File: src/rtl/pc_ir_datapath.sv
// rtl/pc_ir_datapath.sv - PC, IR, MDR and ALUOut registers with instruction field decode
// Optional branch statistics counters are enabled by defining BRANCH_STATS_EN.
`timescale 1ns/1ps

module pc_ir_datapath #(
    parameter logic [31:0] RESET_PC = 32'h0000_0000,
    parameter int          CNT_W    = 16
) (
    input  logic             clk,
    input  logic             rst_n,
    input  logic             PCWrite,
    input  logic             Branch,
    input  logic [1:0]       PCSrc,
    input  logic             IRWrite,
    input  logic             Zero,
    input  logic [31:0]      alu_result,
    input  logic [31:0]      rs_data,
    input  logic [31:0]      mem_rdata,
    output logic [31:0]      pc,
    output logic [31:0]      instr,
    output logic [5:0]       Opcode,
    output logic [5:0]       Funct,
    output logic [4:0]       rs,
    output logic [4:0]       rt,
    output logic [4:0]       rd,
    output logic [4:0]       shamt,
    output logic [31:0]      imm_sext,
    output logic [31:0]      imm_shl2,
    output logic [31:0]      mdr,
    output logic [31:0]      alu_out,
`ifdef BRANCH_STATS_EN
    output logic             misalign,
    output logic [CNT_W-1:0] br_taken_cnt,
    output logic [CNT_W-1:0] br_not_taken_cnt
`else
    output logic             misalign
`endif
);

    if (CNT_W < 1) begin : g_cnt_w_check
        $fatal(1, "CNT_W must be at least 1");
    end

    logic [31:0] target;
    logic        pc_en;

    always_comb begin
        target = alu_result;
        case (PCSrc)
            2'b00:   target = alu_result;
            2'b01:   target = alu_out;
            2'b10:   target = {pc[31:28], instr[25:0], 2'b00};
            default: target = rs_data;
        endcase
    end

    assign pc_en = PCWrite | (Branch & Zero);

    // Misaligned targets are silently truncated; misalign only flags the event.
    always_ff @(posedge clk or negedge rst_n) begin
        if (!rst_n) begin
            pc       <= RESET_PC;
            instr    <= 32'h0;
            mdr      <= 32'h0;
            alu_out  <= 32'h0;
            misalign <= 1'b0;
        end else begin
            alu_out  <= alu_result;
            mdr      <= mem_rdata;
            if (IRWrite) begin
                instr <= mem_rdata;
            end
            if (pc_en) begin
                pc <= {target[31:2], 2'b00};
            end
            misalign <= pc_en && (target[1:0] != 2'b00);
        end
    end

    assign Opcode   = instr[31:26];
    assign rs       = instr[25:21];
    assign rt       = instr[20:16];
    assign rd       = instr[15:11];
    assign shamt    = instr[10:6];
    assign Funct    = instr[5:0];
    assign imm_sext = {{16{instr[15]}}, instr[15:0]};
    assign imm_shl2 = {imm_sext[29:0], 2'b00};

`ifdef BRANCH_STATS_EN
    localparam logic [CNT_W-1:0] CNT_MAX = '1;
    localparam logic [CNT_W-1:0] CNT_ONE = CNT_W'(1);

    // Branches issued together with PCWrite are unconditional jumps, not counted.
    always_ff @(posedge clk or negedge rst_n) begin
        if (!rst_n) begin
            br_taken_cnt     <= '0;
            br_not_taken_cnt <= '0;
        end else if (Branch && !PCWrite) begin
            if (Zero) begin
                if (br_taken_cnt != CNT_MAX) begin
                    br_taken_cnt <= br_taken_cnt + CNT_ONE;
                end
            end else begin
                if (br_not_taken_cnt != CNT_MAX) begin
                    br_not_taken_cnt <= br_not_taken_cnt + CNT_ONE;
                end
            end
        end
    end
`endif

endmodule

File: config.mk
export PLATFORM = sky130hd
export DESIGN_NAME = pc_ir_datapath
export DESIGN_NICKNAME = d
export VERILOG_FILES = /design/src/rtl/pc_ir_datapath.sv
export SDC_FILE = /design/constraint.sdc
export NUM_CORES = 1
export LEC_CHECK = 0
export CORE_AREA = 2 2 127 129
export DETAILED_ROUTE_END_ITERATION = 16
export DIE_AREA = 0 0 129 131
export GPL_TIMING_DRIVEN = 1
export HOLD_SLACK_MARGIN = 0.02
export PLACE_DENSITY = 0.74
export SYNTH_ARGS = -nofsm -noshare
export SYNTH_HDL_FRONTEND = slang
export SYNTH_SLANG_ARGS = --single-unit
File: constraint.sdc
create_clock -name clk -period 1.8 [get_ports clk]
set_input_delay 0.18 -clock clk [delete_from_list [all_inputs] [get_ports clk]]
set_output_delay 0.18 -clock clk [all_outputs]
set_load 0.03 [all_outputs]
# [Word level (Yosys, flattened, before mapping)]
# Cells that the tools add are included.
[totals] regBits=127
[classes] bitwise=3 n_eq_ne=2 reduce_logical=4 mux=1
[op_table] cell="$pmux 32 s3" n=1
[op_table] cell="$eq 2x1->1 const B" n=1
[op_table] cell="$eq 2x2->1 const B" n=1
[op_table] cell="$logic_not 2->1" n=1
[op_table] cell="$reduce_and 2->1" n=1
[op_table] cell="$reduce_bool 2->1" n=1
[op_table] cell="$and 1x1->1" n=1
[op_table] cell="$logic_and 1x1->1" n=1
[op_table] cell="$not 1->1" n=1
[op_table] cell="$or 1x1->1" n=1

# [Depth between registers and ports, before layout]
# Gate-level depths: netlist of the first run.
[depth] ltp_word=4 mapped_depth=5 depth_no_buf=3

# [Worst setup path after synthesis of the first run]
# No wires, ideal clock.
[synth_timing] kind="reg2reg" start="register instr[15]" end="register pc[17]" path_slack_ps=94 period_less_slack_ps=1706 stages_incl_launch_ff=3 arrival_time_ps=1581 required_ps=1675 setup_ps=125 cell_sequence="dfrtp_1 mux4_2 mux2_2"
[synth_via] elab_chain_len=1
[synth_lines] item="start: declaration" line="20" source="output logic [31:0] instr,"
[synth_lines] item="start signal: assignment" line="71" source="instr <= mem_rdata;"
[synth_lines] item="$pmux 32 s3" line="49" source="case (PCSrc)"
[synth_lines] item="end signal: assignment" line="74" source="pc <= {target[31:2], 2'b00};"
[synth_lines] item="end: declaration" line="19" source="output logic [31:0] pc,"
# Every way passes these cells.
# A chain may end at the register's enable or synchronous reset.

# [Worst setup path in the final report of the first run]
[layout_timing] start="register instr[3]" end="output port Funct[3]"
[layout_lines] item="end: declaration" line="22" source="output logic [5:0] Funct,"
# No word-level cell between the ends.

==> flow_summary.toml, run 1 <==
[cells_and_area]
final_common_cell = "clkdlybuf4s50_1"
final_cell_mix = "264 x clkdlybuf4s50_1, 127 x dfrtp_1, 52 x mux2_2, 38 x buf_4, 20 x mux4_2"
diodes = 0
nets = 703
area_growth_pct = 61.5
layout.cells.non_filler = 827
fill_cells = 1260
drive_gt1_share_pct = 24.7

[drt]
drt-pass1-iter-count = 4
wirelength_um = 15500
dr_total_vias = 3802
drc_errors = 0
viasPerCell = 4.60
wl_per_cell_um = 18.7
drtIter0Drc = 90
postRouteAntennaNets = 0

[place]
port_buffers = 324
place.detailed.hpwl_um = 11300
dpl.cell_count = 795
gp_congestion = 0.770

[yosys]
ys_ff_latch = 127
yosysWarnings = 0
synth.avg_cell_area_sq_um = 15.4
ys_types = 22
syn_inst = 357
seq_area_frac_synth_pct = 57.9
syn_area_sq_mm = 0.00549

[status]
status = "complete, no violations"

[clock_network]
cts_buffer_depth = 2
cts-htree-levels = 4
clk_pin_slew_ns = 0.06
numClockSinks = 127
cts_root_buf = "clkbuf_16"
cts_tree = "built"
post-cts-setup-buffer-count = 0
cts_buffers = 17
clock_latency_ns = 0.41

[floorplan]
rows = 46
fp.dieArea_sq_mm = 0.0169
core_area_sq_mm = 0.0156
io_pins = 329
start_util_pct = 35.2
die_x_um = 129
die_h_um = 131

[setup_path]
crit_type = "flip-flop to primary output"
end_kind = "primary output"
crit_arrival_ns = 1.56
rr_worst_depth = 2
max_stage_delay_ns = 0.71
start_kind = "flip-flop"
cp_data_required_time_ns = 1.62
r2r_slack_ns = 0.42
cp_top_family = "buffers and inverters"
crit_slowest_cell = "clkdlybuf4s50_1"
reg2reg_from = "instr[4]"
crit_chain = "clkdlybuf4s50_1"
crit_fanout = 6
cp_num_buf_inv = 1
rr_endpoint = "pc[6]"

[sta]
worstMarginPinSlew_ns = 0.484
clock_skew_ns = 0.00695
hold_viol_final = 0
holdWs_ns = 0.229
max-slew-margin-rel_pct = 66.9
min_period_ns = 1.74
max_clock_freq_mhz = 575
setup_viol = 0
period_share_pct = 96.6
rsz0062_at_grt = "no"
maxSlewViolCount = 0
finalSetupTns_ns = 0

[hold_path]
hp-class = "primary input to flip-flop"
whs_path_depth = 1
min_from = "mem_rdata[19]"
min_to = "mdr[19]"

[global_routing]
grt-ovfl-total = 0
grt_max_degree = 47
grt_antenna_before_repair = 0
grt_pass1_vias = 4032
grt_pass1_wl_um = 22600
grt_util_all_layers_pct = 18.1

[power_and_ir_drop]
ir_drop_v = 0.000632
total_leakage_power_nw = 3.80
power_density_mw_per_mm2 = 1060

[job]
drv_cap = 0
cells by family (layout without fill, tap and decap cells):
group,count (synthesis),count (layout),synth area share [%]
muxes,84,84,23.0
other,1,4,0.0683
AOI/OAI and AO/OA,16,16,2.21
buffers and inverters,119,370,15.8
DFF,127,127,57.9
and+or+nand+nor,10,10,1.07
metal layers:
| metal | GRT usage, % | wire length [um] |
|---|---|---|
| met4 | 6.46 | 276 |
| met1 | 19.9 | 5680 |
| met2 | 32.4 | 8210 |
| met3 | 6.56 | 1320 |
| met5 | 0 | 0 |
cell usage after synthesis (all sizes together):
cell,number,area (sq um)
dfrtp,127,3180
buf,111,837
mux2,58,653
mux4,26,608
a2111oi,4,35.0
a221oi,4,35.0
clkbuf,4,15.0
inv,4,15.0
nand2b,4,25.0
nor2b,4,25.0
o22ai,4,25.0
a21oi,2,10.0
a211o,1,8.76
conb,1,3.75
nor2,1,3.75
nor3,1,5.00
o211ai,1,7.51
layout make-up:
class	count	area (sq um)	area share (%)
Sequential cell	127	3180	35.8
Clock inverter	11	134	1.51
Timing Repair Buffer	335	3350	37.7
Tap cell	216	270	3.05
Inverter	4	15.0	0.169
Multi-Input combinational cell	114	1470	16.6
Clock buffer	20	457	5.15
state kept, by name, indices dropped and copies added, names as in the netlist:
register / cells
misalign: 1
pc: 30
alu_out: 32
mdr: 32
instr: 32
through the flow:
stage | util [%] | power (mW) | setup WS [ns] | instance area [sq um]
after global routing | 56.9 | 9.78 | 0.00000178 | 8870
after global placement | 52.8 | 6.06 | 0.180 | 8230
after CTS | 56.6 | 9.53 | 0.00263 | 8830
after detailed placement | 52.8 | 6.09 | 0.0670 | 8230
final | 56.9 | 9.41 | 0.0614 | 8870
after floorplan | - | 5.01 | 0.0941 | 5500
power by group:
part           internal, mW  total, mW  switching [mW]  leakage, nW
Clock                  2.12       3.41            1.28        0.281
Combinational          1.22       2.70            1.48         2.04
Sequential             3.11       3.30           0.191         1.48
Total                  6.45       9.41            2.96         3.80
worst max-delay path by stage:
stage	startpoint	cells after the start	endpoint
detailed placement	Zero	5	pc[31]
global placement	Branch	4	pc[11]
CTS	instr[11]	1	rd[0]
global route	instr[1]	1	imm_shl2[3]
finish	instr[3]	1	Funct[3]
floorplan	instr[15]	2	pc[17]
timing repair:
| action | in CTS | in global routing |
|---|---|---|
| endpoints found under the hold margin | 29 | 0 |
| setup endpoints to repair | 8 | 21 |
| resized for setup | 6 | 16 |
| hold buffers | 1 | 0 |
Power figures use the tool's default switching activity.
==> run 2, diff against run 1 <==
--- a/config.mk
+++ b/config.mk
@@ -5,7 +5,9 @@
 export SDC_FILE = /design/constraint.sdc
 export NUM_CORES = 1
 export LEC_CHECK = 0
+export CAP_MARGIN = 20
 export CORE_AREA = 2 2 127 129
+export CTS_BUF_LIST = sky130_fd_sc_hd__clkbuf_8 sky130_fd_sc_hd__clkbuf_16
 export DETAILED_ROUTE_END_ITERATION = 16
 export DIE_AREA = 0 0 129 131
 export GPL_TIMING_DRIVEN = 1
==> run 2 against run 1 <==
Cell area is the same. Combinational power about the same. First-iteration DRC count is the same. Non-clock buffer count did not move. Sequential share of layout area unchanged. Critical path type unchanged. Largest power group unchanged. Highest routed layer unchanged.
==> flow_summary.toml, run 2 (same netlist as run 1, synthesis figures left out) <==
[sta]
finalSetupTns_ns = 0
min_period_ns = 1.74
fin_ws_ns = 0.0614
clock_skew_ns = 0.00715
setup_viol = 0
rsz0062_at_grt = "no"
worstMarginPinSlew_ns = 0.484
max-slew-margin-rel_pct = 66.9
maxSlewViolCount = 0
max_clock_freq_mhz = 575
period_share_pct = 96.6
hold_viol_final = 0

[clock_network]
cts_tree = "built"
cts_buffers = 17
numClockSinks = 127
clk_pin_slew_ns = 0.06
cts_root_buf = "clkbuf_16"
cts-htree-levels = 4
clock_latency_ns = 0.41
cts_buffer_depth = 2

[drt]
route.top_layer_used = "met4"
drt-pass1-iter-count = 4
dr_total_vias = 3802
wl_met3_um = 1320
wl_met1_um = 5680
wl_per_cell_um = 18.7
wl_met2_um = 8210
drtIter0Drc = 90
drc_errors = 0
viasPerCell = 4.60
wirelength_um = 15500
postRouteAntennaNets = 0

[cells_and_area]
fill_cells = 1260
area_growth_pct = 61.5
drive_gt1_share_pct = 24.7
design_area_sq_mm = 0.00887
final_cell_mix = "264 x clkdlybuf4s50_1, 127 x dfrtp_1, 52 x mux2_2, 38 x buf_4, 20 x mux4_2"
diodes = 0
final_common_cell = "clkdlybuf4s50_1"
reg_top3 = "alu_out (32), instr (32), mdr (32)"
nets = 703

[global_routing]
grt_antenna_before_repair = 0
grt_pass1_vias = 4032
grt-ovfl-total = 0
grt_util_all_layers_pct = 18.1
grt_max_degree = 47
grt_pass1_wl_um = 22600

[floorplan]
core_area_sq_mm = 0.0156
rows = 46
fp.dieArea_sq_mm = 0.0169
die_x_um = 129
start_util_pct = 35.2
io_pins = 329
die_h_um = 131

[place]
place.detailed.hpwl_um = 11300
place_area_sq_mm = 0.00823
port_buffers = 324
post-place-ws_ns = 0.0670
gp_congestion = 0.770

[setup_path]
end_kind = "primary output"
crit_chain = "clkdlybuf4s50_1"
cp_num_buf_inv = 1
start_kind = "flip-flop"
cp_top_family = "buffers and inverters"
crit_type = "flip-flop to primary output"
crit_arrival_ns = 1.56
max_stage_delay_ns = 0.71
cp_data_required_time_ns = 1.62
crit_fanout = 6
crit_slowest_cell = "clkdlybuf4s50_1"

[power_and_ir_drop]
total_leakage_power_nw = 3.81
p_total_mw = 9.41
ir_drop_v = 0.000632
power_density_mw_per_mm2 = 1060

[status]
status = "complete, no violations"

[job]
drv_cap = 0

[hold_path]
hp-class = "primary input to flip-flop"
run 2: metrics by stage:
step           cells  utilization (%)  hold WS (ns)
2_1_floorplan    360                -        -0.116
3_3_place_gp     795             52.8         0.159
3_5_place_dp     795             52.8         0.158
4_1_cts          827             56.6         0.213
5_1_grt          827             56.9         0.211
6_report         827             56.9         0.229
run 2: final timing paths:
kind | depth (start not counted) | startpoint | slack (ns) | end
max | 1 | instr[3] | 0.06 | Funct[3]
min | 1 | mem_rdata[19] | 0.23 | mdr[19]
max reg2reg | 2 | instr[4] | 0.42 | pc[6]
min reg2reg | 1 | pc[10] | 0.50 | pc[10]
max in group asynchronous | 3 | rst_n | 0.91 | alu_out[18]
min in group asynchronous | 2 | rst_n | 0.27 | mdr[1]
run 2: cell type report:
cell class	count	area, sq um	share of cell area [%]
multi-input combinational	114	1470	16.6
sequential	127	3180	35.8
tap	216	270	3.05
timing repair buffer	335	3350	37.7
inverter	4	15.0	0.169
clock buffer	19	453	5.11
clock inverter	12	138	1.55
run 2: layer usage:
layer  track usage (%)  up-vias
li1                  -     1651
met1              19.9     1915
met2              32.4      217
met3              6.56       19
met4              6.46        0
met5                 0        -
run 2: what timing repair did:
action | in CTS | in global routing
pin swaps | 0 | 0
setup buffers | 0 | 0
gates resized for setup | 6 | 16
endpoints found under the setup margin | 8 | 21
hold buffers | 1 | 0
hold endpoints to repair | 29 | 0
run 2: power breakdown:
part	internal, mW	switching [mW]
Sequential	3.11	0.191
Clock	2.11	1.29
Combinational	1.22	1.48
==> RTL change 1 (flow settings as in run 2) <==
Add a define of `BRANCH_STATS_EN`.
--- a/src/rtl/pc_ir_datapath.sv
+++ b/src/rtl/pc_ir_datapath.sv
@@ -3,2 +3,4 @@
 `timescale 1ns/1ps
+
+`define BRANCH_STATS_EN
 
Function (old outputs only; new: br_not_taken_cnt and br_taken_cnt): kept (equiv_simple and equiv_induct, registers matched by name and starting in step).
==> RTL change 1 against run 2 <==
Core utilization increased by 14 points; via count up 45%; wire length is 40% higher; worst setup slack worse by 0.014 ns; design area increased by 25%; total power up 23%; largest cell class is now sequential cells; area after synthesis grew 29%; register-to-register slack got worse by 0.31 ns; count of clock-buffer cells in the layout unchanged; worst hold slack got worse by 0.095 ns; sequential cell count grew 32; synthesized cell count grew 58%; sequential power up 30%.
==> RTL change 1: results (changes against run 2) <==
OUTCOME
--------------------------------------------------------------------------------
Status                                                              finished, final reports clean

ROUTING
--------------------------------------------------------------------------------
Routed met2 length                                                       11.8 mm   +44%
Routed length on met3                                                    1.26 mm   -4.2%
Starting DRT DRC Count                                                       280   +210%
DRT Wirelength                                                           21.7 mm   +40%
Final routed wire length divided by cell count                           20.1 um   +7.3%
Total number of vias                                                        5504   +45%
Met1 Routed Length                                                       8.06 mm   +42%

YOSYS
--------------------------------------------------------------------------------
Cell area after synthesis                                              7070 um^2   +29%
Synth area leaders                                                  sky130_fd_sc_hd__dfrtp_1 (56%), sky130_fd_sc_hd__buf_4 (10%), sky130_fd_sc_hd__mux4_2 (8.3%)
Sequential element share of the synthesized area                           56.2%   -1.6 points
Synthesized instance count                                                   563   +58%
Commonest cells post-synth                                          sky130_fd_sc_hd__dfrtp_1 (159), sky130_fd_sc_hd__buf_4 (98), sky130_fd_sc_hd__nand2_1 (87)
Yosys cell types                                                              47   +110%

POWER
--------------------------------------------------------------------------------
Static leakage                                                        0.00528 uW   +39%
Sequential share of power                                                  37.1%   +2.0 points
Switching power summed over all nets                                     3770 uW   +27%
Maximum ir drop on the vdd rail                                         0.707 mV   +12%
Portion of total power attributed to combinational logic                   29.3%   +0.6 points
Clock Power                                                              3870 uW   +14%

PLACED DESIGN
--------------------------------------------------------------------------------
Worst setup slack after placement                                     -0.0778 ns   -0.145 ns
Estimated wirelength of the detail-placed design                         16.4 mm   +45%
Dpl cells                                                                   1046   +32%
Port bufs                                                                    356   +9.9%
Post-Place Cell Area                                                  10300 um^2   +25%
Routability congestion estimate                                            0.855   +11%

LAYOUT
--------------------------------------------------------------------------------
Number of nets in the finished design                                        956   +36%
Share of layout cells above drive strength 1                               20.4%   -4.3 points

CRITICAL PATH
--------------------------------------------------------------------------------
Max Fanout on Critical Path                                                    5   -1
Worst setup slack for register-to-register paths                         0.11 ns   -0.31 ns
Cell type of the slowest stage on the worst timing path             sky130_fd_sc_hd__clkdlybuf4s50_1
Depth of the worst register-to-register path                                   5   +3
Capturing point of the worst reg2reg path                           br_taken_cnt[6]
Worst setup path endpoint                                           br_not_taken_cnt[9]
CP Launch Point                                                     br_not_taken_cnt[9]
Critical R2R Launch                                                 br_taken_cnt[0]

WORST HOLD PATH
--------------------------------------------------------------------------------
Endpoint of the worst hold-timing path                                    pc[29]
Min-Delay Startpoint                                                    PCSrc[1]
Hold Path Stages                                                               2   +1

FLOW RUN
--------------------------------------------------------------------------------
Max cap viols                                                                  0   unchanged

GLOBAL ROUTE
--------------------------------------------------------------------------------
Combined global-route utilization of all metal layers                      25.5%   +7.4 points
Maximum number of pins on one net before global-route repair                  52   +11%
Vias in the first global route                                              5631   +40%
Number of antenna violations at the first check in global routing              0   unchanged
Wire length of the first global-routing pass                             32.1 mm   +42%

TIMING
--------------------------------------------------------------------------------
Maximum frequency from static timing analysis                          0.571 GHz   -0.79%
Worst slack on hold paths                                               0.134 ns   -0.0950 ns
Least-Margin Pin Slew                                                   0.523 ns   +0.0387 ns
Setup skew after layout                                               0.00605 ns   -0.00110 ns

## RTL change 1: logic make-up (layout without fill, tap and decap cells)
family          Yosys count  count (layout)  synth area share, %
xor+xnor                 21              21                 2.60
compound gates           38              38                 3.41
buf+inv                 121             418                 11.7
simple gates            155             155                 11.0
fa+ha+maj                 2               2                0.354
flops                   159             159                 56.2
mux                      66              66                 14.6
other cells               1               5               0.0530
## RTL change 1: routing by layer
metal  track usage [%]  vias to the layer above
li1                  -                     2435
met1              30.3                     2797
met2              45.3                      234
met3              5.94                       38
met4              9.91                        0
met5                 0                        -
## RTL change 1: timing repair
item	in CTS	in global routing
gates resized for setup	21	53
hold endpoints to repair	46	0
hold buffers	1	0
pin swaps	0	1
cloned	0	0
setup endpoints to repair	24	54
## RTL change 1: cell type report
cell class | count | area, um^2
diodes | 1 | 2.50
well taps | 216 | 270
inverters | 3 | 11.3
multi-input cells | 286 | 2310
clock buffers | 19 | 453
flip-flops and latches | 159 | 3980
fillers | 1100 | 4550
clock inverters | 13 | 186
repair buffers | 383 | 3840
==> RTL change 2 (config.mk and constraints of run 2) <==
Made on the original files. Put a register stage on the output `imm_sext`, cleared by the reset. The value now appears one clock later. The other outputs are not delayed to match.
--- a/src/rtl/pc_ir_datapath.sv
+++ b/src/rtl/pc_ir_datapath.sv
@@ -38,2 +38,4 @@
 );
+
+    logic [31:0] imm_sext_d;
 
@@ -85,4 +87,4 @@
     assign Funct    = instr[5:0];
-    assign imm_sext = {{16{instr[15]}}, instr[15:0]};
-    assign imm_shl2 = {imm_sext[29:0], 2'b00};
+    assign imm_sext_d = {{16{instr[15]}}, instr[15:0]};
+    assign imm_shl2 = {imm_sext_d[29:0], 2'b00};
 
@@ -111,2 +113,10 @@
 
+    always_ff @(posedge clk or negedge rst_n) begin
+        if (!rst_n) begin
+            imm_sext <= '0;
+        end else begin
+            imm_sext <= imm_sext_d;
+        end
+    end
+
 endmodule
Formal check against the unedited RTL: not equivalent (a bounded check fails within 4 cycles, from zero or initial values and one cycle with rst_n low).
==> RTL change 2 against run 2 <==
Worst setup slack got worse by 0.0030 ns; sequential cell count is 16 higher; clock power up 7.9%; cell count rose by 1.9%; count of clock-buffer cells in the layout down 2; wire length rose by 0.43%; design area rose by 5.3%; global-route usage up 0.077 points; area after synthesis grew 5.1%; total power is 6.8% higher; die area unchanged; largest cell class is now sequential cells.
==> RTL change 2: results (changes against run 2) <==
YOSYS
-------------------------------------------------------------------------------------
Async S/R FF share, synth                                                        100%   unchanged
Average size of a mapped cell                                               16.2 um^2   +5.1%
Area fraction in compound gates after synthesis                                 2.10%   -0.11 points
Commonest cells post-synth                                               sky130_fd_sc_hd__dfrtp_1 (143), sky130_fd_sc_hd__buf_4 (82), sky130_fd_sc_hd__mux2_2 (52)
Portion of netlist area occupied by mux cells                                   21.9%   -1.1 points
Synth area leaders                                                       sky130_fd_sc_hd__dfrtp_1 (62%), sky130_fd_sc_hd__buf_4 (11%), sky130_fd_sc_hd__mux2_2 (10%)

PLACED DESIGN
-------------------------------------------------------------------------------------
Post-Place Cell Area                                                        8700 um^2   +5.7%
Worst setup slack after placement                                            0.143 ns   +0.0757 ns
Dpl cells                                                                         810   +1.9%
Estimated wirelength of the detail-placed design                              11.1 mm   -1.8%
Routability congestion estimate                                                 0.765   -0.61%

TIMING
-------------------------------------------------------------------------------------
Setup skew after layout                                                    0.00476 ns   -0.00239 ns

WORST HOLD PATH
-------------------------------------------------------------------------------------
Min-Delay Startpoint                                                     mem_rdata[27]

ROUTING
-------------------------------------------------------------------------------------
Uppermost layer routed                                                           met4
Met1 Routed Length                                                            5.56 mm   -2.1%
Starting DRT DRC Count                                                            147   +63%
First drt pass iteration count                                                      5   +1
Via density per instance                                                         4.57   -0.56%
Routed length on met3                                                         1.29 mm   -2.1%
Final routed wire length divided by cell count                                18.4 um   -1.5%
DRT Wirelength                                                                15.6 mm   +0.43%

GLOBAL ROUTE
-------------------------------------------------------------------------------------
Vias in the first global route                                                   4137   +2.6%
Combined global-route utilization of all metal layers                           18.2%   +0.077 points
Wire length of the first global-routing pass                                  22.8 mm   +0.67%
Maximum number of pins on one net before global-route repair                       51   +8.5%

POWER
-------------------------------------------------------------------------------------
Switching power summed over all nets                                          3030 uW   +2.4%
Maximum ir drop on the vdd rail                                              0.725 mV   +15%
Static leakage                                                             0.00405 uW   +6.5%

CRITICAL PATH
-------------------------------------------------------------------------------------
Critical R2R Launch                                                         instr[15]
Slowest stage delay, CP                                                       0.71 ns   about the same
CP Launch Point                                                              instr[2]

CLOCKING
-------------------------------------------------------------------------------------
Post-CTS setup buffer count                                                         0   unchanged
Clock-pin slew of the registers on the worst-case setup and hold paths        0.06 ns   about the same

LAYOUT
-------------------------------------------------------------------------------------
Number of filler cells placed in the layout                                      1216   -3.5%
Share of layout cells above drive strength 1                                    18.7%   -6.1 points
Number of nets in the finished design                                             718   +2.1%

OUTCOME
-------------------------------------------------------------------------------------
Status                                                                   finished, final reports clean

[RTL change 2: changes by cell type after synthesis, sizes merged]
cell	change
buf	-16
dfrtp	+16
[RTL change 2: worst paths after layout]
kind                               endpoint  slack (ns)  depth (start not counted)
worst max-delay path               instr[2]        0.06                          1
worst min-delay path                mdr[27]        0.23                          1
worst max register to register       pc[17]        0.44                          2
worst min register to register  imm_sext[7]        0.48                          0
max in group asynchronous           mdr[27]        0.86                          3
min in group asynchronous           mdr[22]        0.29                          2
[RTL change 2: area by class of cell]
cell class / count / area, um^2 / share of cell area (%)
clock inverters: 15 / 198 / 2.12
inverters: 4 / 15.0 / 0.161
flip-flops and latches: 143 / 3580 / 38.3
multi-input cells: 114 / 1470 / 15.7
clock buffers: 17 / 425 / 4.55
well taps: 216 / 270 / 2.89
repair buffers: 334 / 3380 / 36.2
[RTL change 2: metrics by stage]
stage               utilization, %  total power [uW]  hold slack (ns)
finish                        59.9             10000            0.227
global route                  59.9             10400            0.208
CTS                           59.6             10200            0.205
detailed placement            55.8              6520            0.174
global placement              55.8              6480            0.166
floorplan                        -              5370           -0.116
[RTL change 2: power by group through the flow]
stage               Clock [uW]  Combinational, uW  Sequential [uW]
floorplan                    0               1030             4340
global placement             0               2720             3760
detailed placement           0               2740             3780
CTS                       3770               2690             3720
global route              3900               2780             3760
finish                    3670               2660             3720
[RTL change 2: repair_timing]
action	CTS	global route
hold buffers	1	0
endpoints found under the setup margin	40	22
resized for setup	40	20
endpoints found under the hold margin	47	0
[RTL change 2: metal layers]
layer  GRT usage [%]  vias to the layer above
met5               0                        -
met4            6.39                        0
met3            6.56                       15
met2            33.7                      182
met1            19.0                     1960
li1                -                     1697
